**src/rtl/spi_xfer_arbiter.sv**
```systemverilog
// Round-robin arbiter that shares one SPI master between NUM_REQ requesters, sequencing mode setup, trans, SCK edge counting and the inter-transfer gap.
// Optional XFER watchdog: define SPI_XFER_ARBITER_TIMEOUT_EN.
module spi_xfer_arbiter #(
  parameter int NUM_REQ     = 4,
  parameter int BITS        = 16,
  parameter int SETUP_CYC   = 4,
  parameter int GAP_CYC     = 8,
  parameter int TIMEOUT_CYC = 256
) (
  input  logic               CLK,
  input  logic               Reset,
  input  logic [NUM_REQ-1:0] req,
  input  logic [NUM_REQ-1:0] req_ckp,
  input  logic [NUM_REQ-1:0] req_cph,
  input  logic               SCK,
  output logic [NUM_REQ-1:0] gnt,
  output logic [NUM_REQ-1:0] done,
  output logic               trans,
  output logic               CKP,
  output logic               CPH,
  output logic               busy,
  output logic               err,
  output logic [1:0]         dbg_state
);

  // Handshake: req is a level request; the arbiter answers with a one-hot gnt held
  // from SETUP through HOLD and a single-cycle done pulse. Dropping req after gnt
  // does not abort, and a request is only considered again from IDLE.

  localparam int PW   = (NUM_REQ > 1) ? $clog2(NUM_REQ) : 1;
  localparam int CMAX = (BITS > SETUP_CYC) ? ((BITS > GAP_CYC) ? BITS : GAP_CYC)
                                           : ((SETUP_CYC > GAP_CYC) ? SETUP_CYC : GAP_CYC);
  localparam int CW   = $clog2(CMAX + 1);

  typedef enum logic [1:0] {IDLE, SETUP, XFER, HOLD} state_t;

  state_t             state_q, state_d;
  logic [CW-1:0]      cnt_q, cnt_d;
  logic [PW-1:0]      ptr_q, ptr_d;
  logic [PW-1:0]      winner, cand;
  logic               found;
  logic               sck_q;
  logic               lead;
  logic [NUM_REQ-1:0] gnt_d, done_d;
  logic               trans_d, ckp_d, cph_d, busy_d;

`ifdef SPI_XFER_ARBITER_TIMEOUT_EN
  localparam int WW = $clog2(TIMEOUT_CYC + 1);
  logic [WW-1:0] wdog_q, wdog_d;
  logic          err_d;
`endif

  assign dbg_state = state_q;
  assign lead      = (sck_q == CKP) && (SCK != CKP);

  // Search starts just after the last winner so service rotates strictly.
  always_comb begin
    found  = 1'b0;
    winner = '0;
    cand   = '0;
    for (int i = 1; i <= NUM_REQ; i++) begin
      cand = PW'((int'(ptr_q) + i) % NUM_REQ);
      if (!found && req[cand]) begin
        found  = 1'b1;
        winner = cand;
      end
    end
  end

  always_comb begin
    state_d = state_q;
    cnt_d   = cnt_q;
    ptr_d   = ptr_q;
    gnt_d   = gnt;
    done_d  = '0;
    trans_d = trans;
    ckp_d   = CKP;
    cph_d   = CPH;
    busy_d  = busy;
`ifdef SPI_XFER_ARBITER_TIMEOUT_EN
    err_d   = 1'b0;
    wdog_d  = (state_q == XFER) ? wdog_q + WW'(1) : '0;
`endif
    case (state_q)
      IDLE: begin
        if (found) begin
          gnt_d         = '0;
          gnt_d[winner] = 1'b1;
          ckp_d         = req_ckp[winner];
          cph_d         = req_cph[winner];
          ptr_d         = winner;
          busy_d        = 1'b1;
          cnt_d         = '0;
          state_d       = SETUP;
        end
      end
      SETUP: begin
        if (cnt_q == CW'(SETUP_CYC - 1)) begin
          cnt_d   = '0;
          trans_d = 1'b1;
          state_d = XFER;
        end else begin
          cnt_d = cnt_q + CW'(1);
        end
      end
      XFER: begin
        // Completion waits for SCK to settle back at its idle level after the last edge.
        if (cnt_q == CW'(BITS) && SCK == CKP) begin
          trans_d = 1'b0;
          done_d  = gnt;
          cnt_d   = '0;
          state_d = HOLD;
`ifdef SPI_XFER_ARBITER_TIMEOUT_EN
        end else if (wdog_q == WW'(TIMEOUT_CYC - 1)) begin
          trans_d = 1'b0;
          err_d   = 1'b1;
          cnt_d   = '0;
          state_d = HOLD;
`endif
        end else if (lead && cnt_q < CW'(BITS)) begin
          cnt_d = cnt_q + CW'(1);
        end
      end
      HOLD: begin
        if (cnt_q == CW'(GAP_CYC - 1)) begin
          gnt_d   = '0;
          busy_d  = 1'b0;
          cnt_d   = '0;
          state_d = IDLE;
        end else begin
          cnt_d = cnt_q + CW'(1);
        end
      end
      default: state_d = IDLE;
    endcase
  end

  always_ff @(posedge CLK) begin
    if (!Reset) begin
      state_q <= IDLE;
      cnt_q   <= '0;
      ptr_q   <= PW'(NUM_REQ - 1);
      sck_q   <= 1'b0;
      gnt     <= '0;
      done    <= '0;
      trans   <= 1'b0;
      CKP     <= 1'b0;
      CPH     <= 1'b0;
      busy    <= 1'b0;
    end else begin
      state_q <= state_d;
      cnt_q   <= cnt_d;
      ptr_q   <= ptr_d;
      sck_q   <= SCK;
      gnt     <= gnt_d;
      done    <= done_d;
      trans   <= trans_d;
      CKP     <= ckp_d;
      CPH     <= cph_d;
      busy    <= busy_d;
    end
  end

`ifdef SPI_XFER_ARBITER_TIMEOUT_EN
  always_ff @(posedge CLK) begin
    if (!Reset) begin
      wdog_q <= '0;
      err    <= 1'b0;
    end else begin
      wdog_q <= wdog_d;
      err    <= err_d;
    end
  end
`else
  assign err = 1'b0;
`endif

endmodule
```
**config.mk**
```make
export PLATFORM = sky130hd
export DESIGN_NAME = spi_xfer_arbiter
export DESIGN_NICKNAME = d
export VERILOG_FILES = /design/src/rtl/spi_xfer_arbiter.sv
export SDC_FILE = /design/constraint.sdc
export NUM_CORES = 1
export LEC_CHECK = 0
export ABC_CLOCK_PERIOD_IN_PS = 3260
export BUFFER_PORTS_ARGS = -buffer_cell sky130_fd_sc_hd__buf_2
export CELL_PAD_IN_SITES_DETAIL_PLACEMENT = 1
export CELL_PAD_IN_SITES_GLOBAL_PLACEMENT = 2
export CORE_ASPECT_RATIO = 0.5
export CORE_MARGIN = 1
export CORE_UTILIZATION = 33
export DETAILED_ROUTE_END_ITERATION = 10
export GPL_ROUTABILITY_DRIVEN = 0
export GPL_TIMING_DRIVEN = 0
export PLACE_DENSITY_LB_ADDON = 0.1
export SLEW_MARGIN = 0
export SYNTH_ARGS = -nofsm -noshare
export SYNTH_HDL_FRONTEND = slang
export SYNTH_SLANG_ARGS = --single-unit
```
**constraint.sdc**
```tcl
create_clock -name CLK -period 3.26 [get_ports CLK]
set_input_delay 0.489 -clock CLK [delete_from_list [all_inputs] [get_ports CLK]]
set_output_delay 0.489 -clock CLK [all_outputs]
set_load 0.02 [all_outputs]
```
==> Yosys cells after proc, flatten, opt, wreduce, memory -nomap -nowiden <==
Index checks and enable logic that the tools add are counted.
{ "word_totals": {"register_bits": 22, "latch_bits": 0, "ramBits": 0, "romBits": 0, "in_bits": 15, "output_inout_bits": 15, "wordCells": 97, "memories": 0} }
{ "op_classes": {"add_sub_neg": 5, "n_mul": 0, "n_div": 0, "magnitude_cmp": 7, "n_eq_ne": 14, "shifts": 0, "mux": 42, "bitwise": 0, "n_reduce_logical": 19} }
{ "op_table": {"columns": ["op", "n"], "rows": [
  ["5-bit 2-to-1 mux", 5],
  ["5-bit one-hot mux with 4 select lines", 1],
  ["2-bit 2-to-1 mux", 8],
  ["2-bit by 3-bit < comparator with 1-bit output (second input constant)", 5],
  ["1-bit 2-to-1 mux", 15],
  ["1-bit binary-select mux with 2-bit select", 6],
  ["3-bit AND reduction", 3],
  ["4-bit 2-to-1 mux", 2],
  ["2-bit != test (second input constant)", 4],
  ["2-bit one-hot mux with 4 select lines", 1],
  ["4-bit one-hot mux with 2 select lines", 1],
  ["1-bit logical AND", 7],
  ["5-bit by 1-bit adder with 5-bit output (second input constant)", 1],
  ["5-bit by 2-bit == test with 1-bit output (second input constant)", 1],
  ["5-bit by 3-bit == test with 1-bit output (second input constant)", 1],
  ["5-bit == test (second input constant)", 1],
  ["5-bit < comparator (second input constant)", 1],
  ["2-bit by 1-bit adder with 2-bit output (second input constant)", 2],
  ["2-bit adder (second input constant)", 2],
  ["2-bit == test (second input constant)", 2],
  ["1-bit one-hot mux with 2 select lines", 2],
  ["2-bit AND reduction", 2],
  ["4-bit AND reduction", 1],
  ["2-bit nonzero test", 2],
  ["8 further kinds", 11]
]} }

==> Logic depth before layout (Yosys ltp) <==
{ "logic_depth": {"ltp_word": 19, "depth_mapped": 7, "ltp_nobuf": 7} }

==> Least setup slack after synthesis <==
Ideal clock, no wire load.
{ "synth_path": {"kind": "reg-to-reg", "startpoint": "register state_q[0], in the netlist dbg_state[0]", "endpoint": "register busy", "arrival_time_ps": 1650, "required_ps": 3195, "setup_slack_ps": 1545, "stages_incl_launch_ff": 8, "period_less_slack_ps": 1715, "path_cell_list": "dfxtp_1 inv_1 ha_1 clkbuf_1 nor2b_1 o21ai_0 a21oi_1 nor2_1"} }
{ "synth_via": {"elab_chain_len": 3, "word_cells_on_any_way": 7, "classes_between": "3 x eq/ne; 1 x mux; 3 x reduce/logical"} }
{ "synth_rtl": {"columns": ["element", "line", "text"], "rows": [
  ["start, declared", "37", "state_t state_q, state_d;"],
  ["start signal, assigned", "151", "state_q <= state_d;"],
  ["2-bit == test or 2-bit zero test (tied branches)", "84", "case (state_q)"],
  ["2-bit != test (no line) or 2-bit nonzero test (tied branches)", null, null],
  ["3-bit AND reduction (no line)", null, null],
  ["end signal, assigned", "160", "busy <= busy_d;"],
  ["end, declared", "21", "output logic busy,"]
]} }
Parallel ways exist; a longest one is shown, timed or not.
A chain may end at the register's enable or synchronous reset.

==> Worst setup path in the final report <==
Ends and elaborated chain as after synthesis.

==> impl_metrics.ini <==
[outcome]
status = finished clean

[placed_design]
pre_cts_slack_ns = 1.29
io_buffer_count = 28
dp.cells = 219
dp_hpwl_mm = 2.27

[clock_network]
ctsHtreeMaxLevel = 1
clk_transition_reported_paths_ns = 0.09
cts_inserted_buffers = 3
cts_hold_buf = 0
cts-resized-gates = 0
post_cts_buffers = 0
tritoncts = built
clock_tree.root_cell = clkbuf_8
cts_buffer_depth = 2
cts.sinks = 22
clk_latency_ns = 0.27

[timing]
rsz0062_at_grt = false
setup_violations = 0
period_minus_slack_ns = 1.99
max_freq_ghz = 0.502
period_share_pct = 61.2
finalHoldViolations = 0
worst_slack_ns = 1.27
relSlewSlack_pct = 54.8
drv_slew = 0
setup_tns_ns = 0
skew_ns = 0.00398
tightest_slew_ns = 0.671

[power]
leakage_nw = 0.626
power.density_nw_per_um2 = 860
ir_worst_vdd_v = 0.000238

[route]
first_pass_iters = 4
vias = 1103
detail-route-antenna-nets = 0
wl_mm = 2.89
drtIter0Drc = 34
viasPerCell = 4.95
route.detailed.drc = 0
drt-wirelength-per-cell_um = 13.0

[critical_path]
cp-start-kind = flop
worstPathMaxFanout = 10
cp.arrival_ns = 2.20
required_ns = 3.47
crit_type = reg2reg
crit_path_end_kind = flop

[yosys]
synth_area_leaders = dfxtp_1, ha_1, nor2_1, nand2_1, a32oi_1
syn_nets = 161
synth_ff_type = dfxtp_1
ys_seq_elements = 22
synth_top_cell_by_area = dfxtp_1
synth_edf_count = 0
syn_avg_cell_area_sq_um = 8.86
synthCells = 140
ys_warn_count = 0
synth_cell_types = 44
postSynth.asyncResetShare_pct = 0
yosysTopAreaCellShare_pct = 35.5
ys_seq_area_share_pct = 35.5
synth_area_sq_um = 1240

[final_layout]
finalNetCount = 194
stdcell_count = 223
synthToLayoutAreaGrowth_pct = 22.2
drive_above_1_share_pct = 25.0
antenna_cells = 0

[hold_path]
worstHoldPathType = in2reg

[floorplan]
die_w_um = 88.7
initial_core_util_pct = 35.3
die-area_sq_um = 4020
die_h_um = 45.3
std_cell_rows = 15
core-area_sq_um = 3510
io_pins = 30

[global_routing]
grt_pass1_wl_mm = 4.64
grt_max_degree = 14
grt_pass1_vias = 1025
antenna_found_initial = 0
grt_use_total_pct = 15.9
overflow = 0

[job]
cap_violations = 0
==> where the power goes <==
group	internal (mW)	switching (mW)	total [mW]
sequential	0.337	0.0552	0.392
clock	0.164	0.0957	0.260
combinational	0.262	0.388	0.650
==> kinds of logic (layout without fill, tap and decap cells) <==
| group | Yosys count | after routing | synth area share, % |
|---|---|---|---|
| compound gates | 36 | 36 | 24.0 |
| xor+xnor | 1 | 1 | 0.706 |
| fa+ha+maj | 6 | 6 | 6.05 |
| buf+inv | 11 | 43 | 3.63 |
| flops | 22 | 22 | 35.5 |
| mux | 3 | 3 | 2.42 |
| other cells | 1 | 1 | 0.302 |
| simple gates | 60 | 60 | 27.3 |
==> cell type report <==
class / instances / area [sq um]
clock inverters: 1 / 30.0
clock buffers: 3 / 41.3
well taps: 51 / 63.8
multi-input cells: 107 / 754
fillers: 445 / 1990
plain buffers: 4 / 18.8
repair buffers: 28 / 140
flip-flops and latches: 22 / 440
inverters: 7 / 26.3
==> placed cells by master (no fill, tap or decap), drive strengths merged, types with 4 or more instances in the layout <==
cell     n
nand2b   4
inv      7
nand2   10
a32oi    4
ha       6
and2     5
clkbuf   6
buf     29
nand3    6
o21ai    6
a21oi    5
dfxtp   22
nor2    16
==> path summary, 6_finish.rpt <==
kind                                           startpoint                 end  slack [ns]  cells past startpoint
worst min-delay path                                  SCK    sck_q$_SDFF_PN0_        0.48                      2
worst max-delay path            dbg_state[0]$_SDFFE_PN0P_   busy$_SDFFE_PN0P_        1.27                      7
worst max register to register  dbg_state[0]$_SDFFE_PN0P_   busy$_SDFFE_PN0P_        1.27                      7
worst min register to register        gnt[2]$_SDFFE_PN0P_  done[2]$_SDFF_PN0_        0.49                      1
==> through the flow <==
stage / util [%] / hold slack [ns] / power [mW] / cell area (sq um)
CTS: 43.2 / 0.477 / 1.32 / 1520
detailed placement: 41.1 / 0.474 / 1.05 / 1440
global placement: 41.1 / 0.467 / 1.04 / 1440
finish: 43.2 / 0.477 / 1.30 / 1520
floorplan: - / 0.460 / 0.880 / 1240
global route: 43.2 / 0.491 / 1.40 / 1520
==> Yosys cell counts (2+ instances only) <==
| cell type | instances |
|---|---|
| a211oi_1 | 3 |
| a21boi_0 | 2 |
| a21oi_1 | 5 |
| a221o_1 | 2 |
| a311oi_1 | 2 |
| a31oi_1 | 2 |
| a32oi_1 | 4 |
| and2_1 | 5 |
| clkbuf_1 | 3 |
| dfxtp_1 | 22 |
| ha_1 | 6 |
| inv_1 | 7 |
| mux2i_1 | 3 |
| nand2_1 | 10 |
| nand2b_1 | 4 |
| nand3_1 | 5 |
| nand4_1 | 2 |
| nor2_1 | 16 |
| nor2b_1 | 3 |
| nor3b_1 | 2 |
| nor4_1 | 2 |
| o21ai_0 | 6 |
| o22ai_1 | 2 |
| o31a_1 | 2 |
==> metal layers <==
metal / up-vias / track usage [%] / part of all wire, %
li1: 572 / - / -
met1: 510 / 21.2 / 54
met2: 19 / 24.3 / 40
met3: 2 / 5.67 / 4.3
met4: 0 / 4.84 / 0.73
met5: - / 0 / 0
==> critical path, stage by stage, from the launching register on <==
cell and delay [ns]:
dfxtp_1 0.39, inv_1 0.10, ha_1 0.23, clkbuf_1 0.23, nor2b_1 0.19, o21ai_0 0.54, a21oi_1 0.15, nor2_1 0.10
==> state kept, by name, indices dropped and copies added (netlist names) <==
signal     flops
sck_q          1
cnt_q          5
trans          1
CKP            1
busy           1
done           4
dbg_state      2
ptr_q          2
CPH            1
gnt            4
No activity file was read; power rests on OpenSTA's default activity.
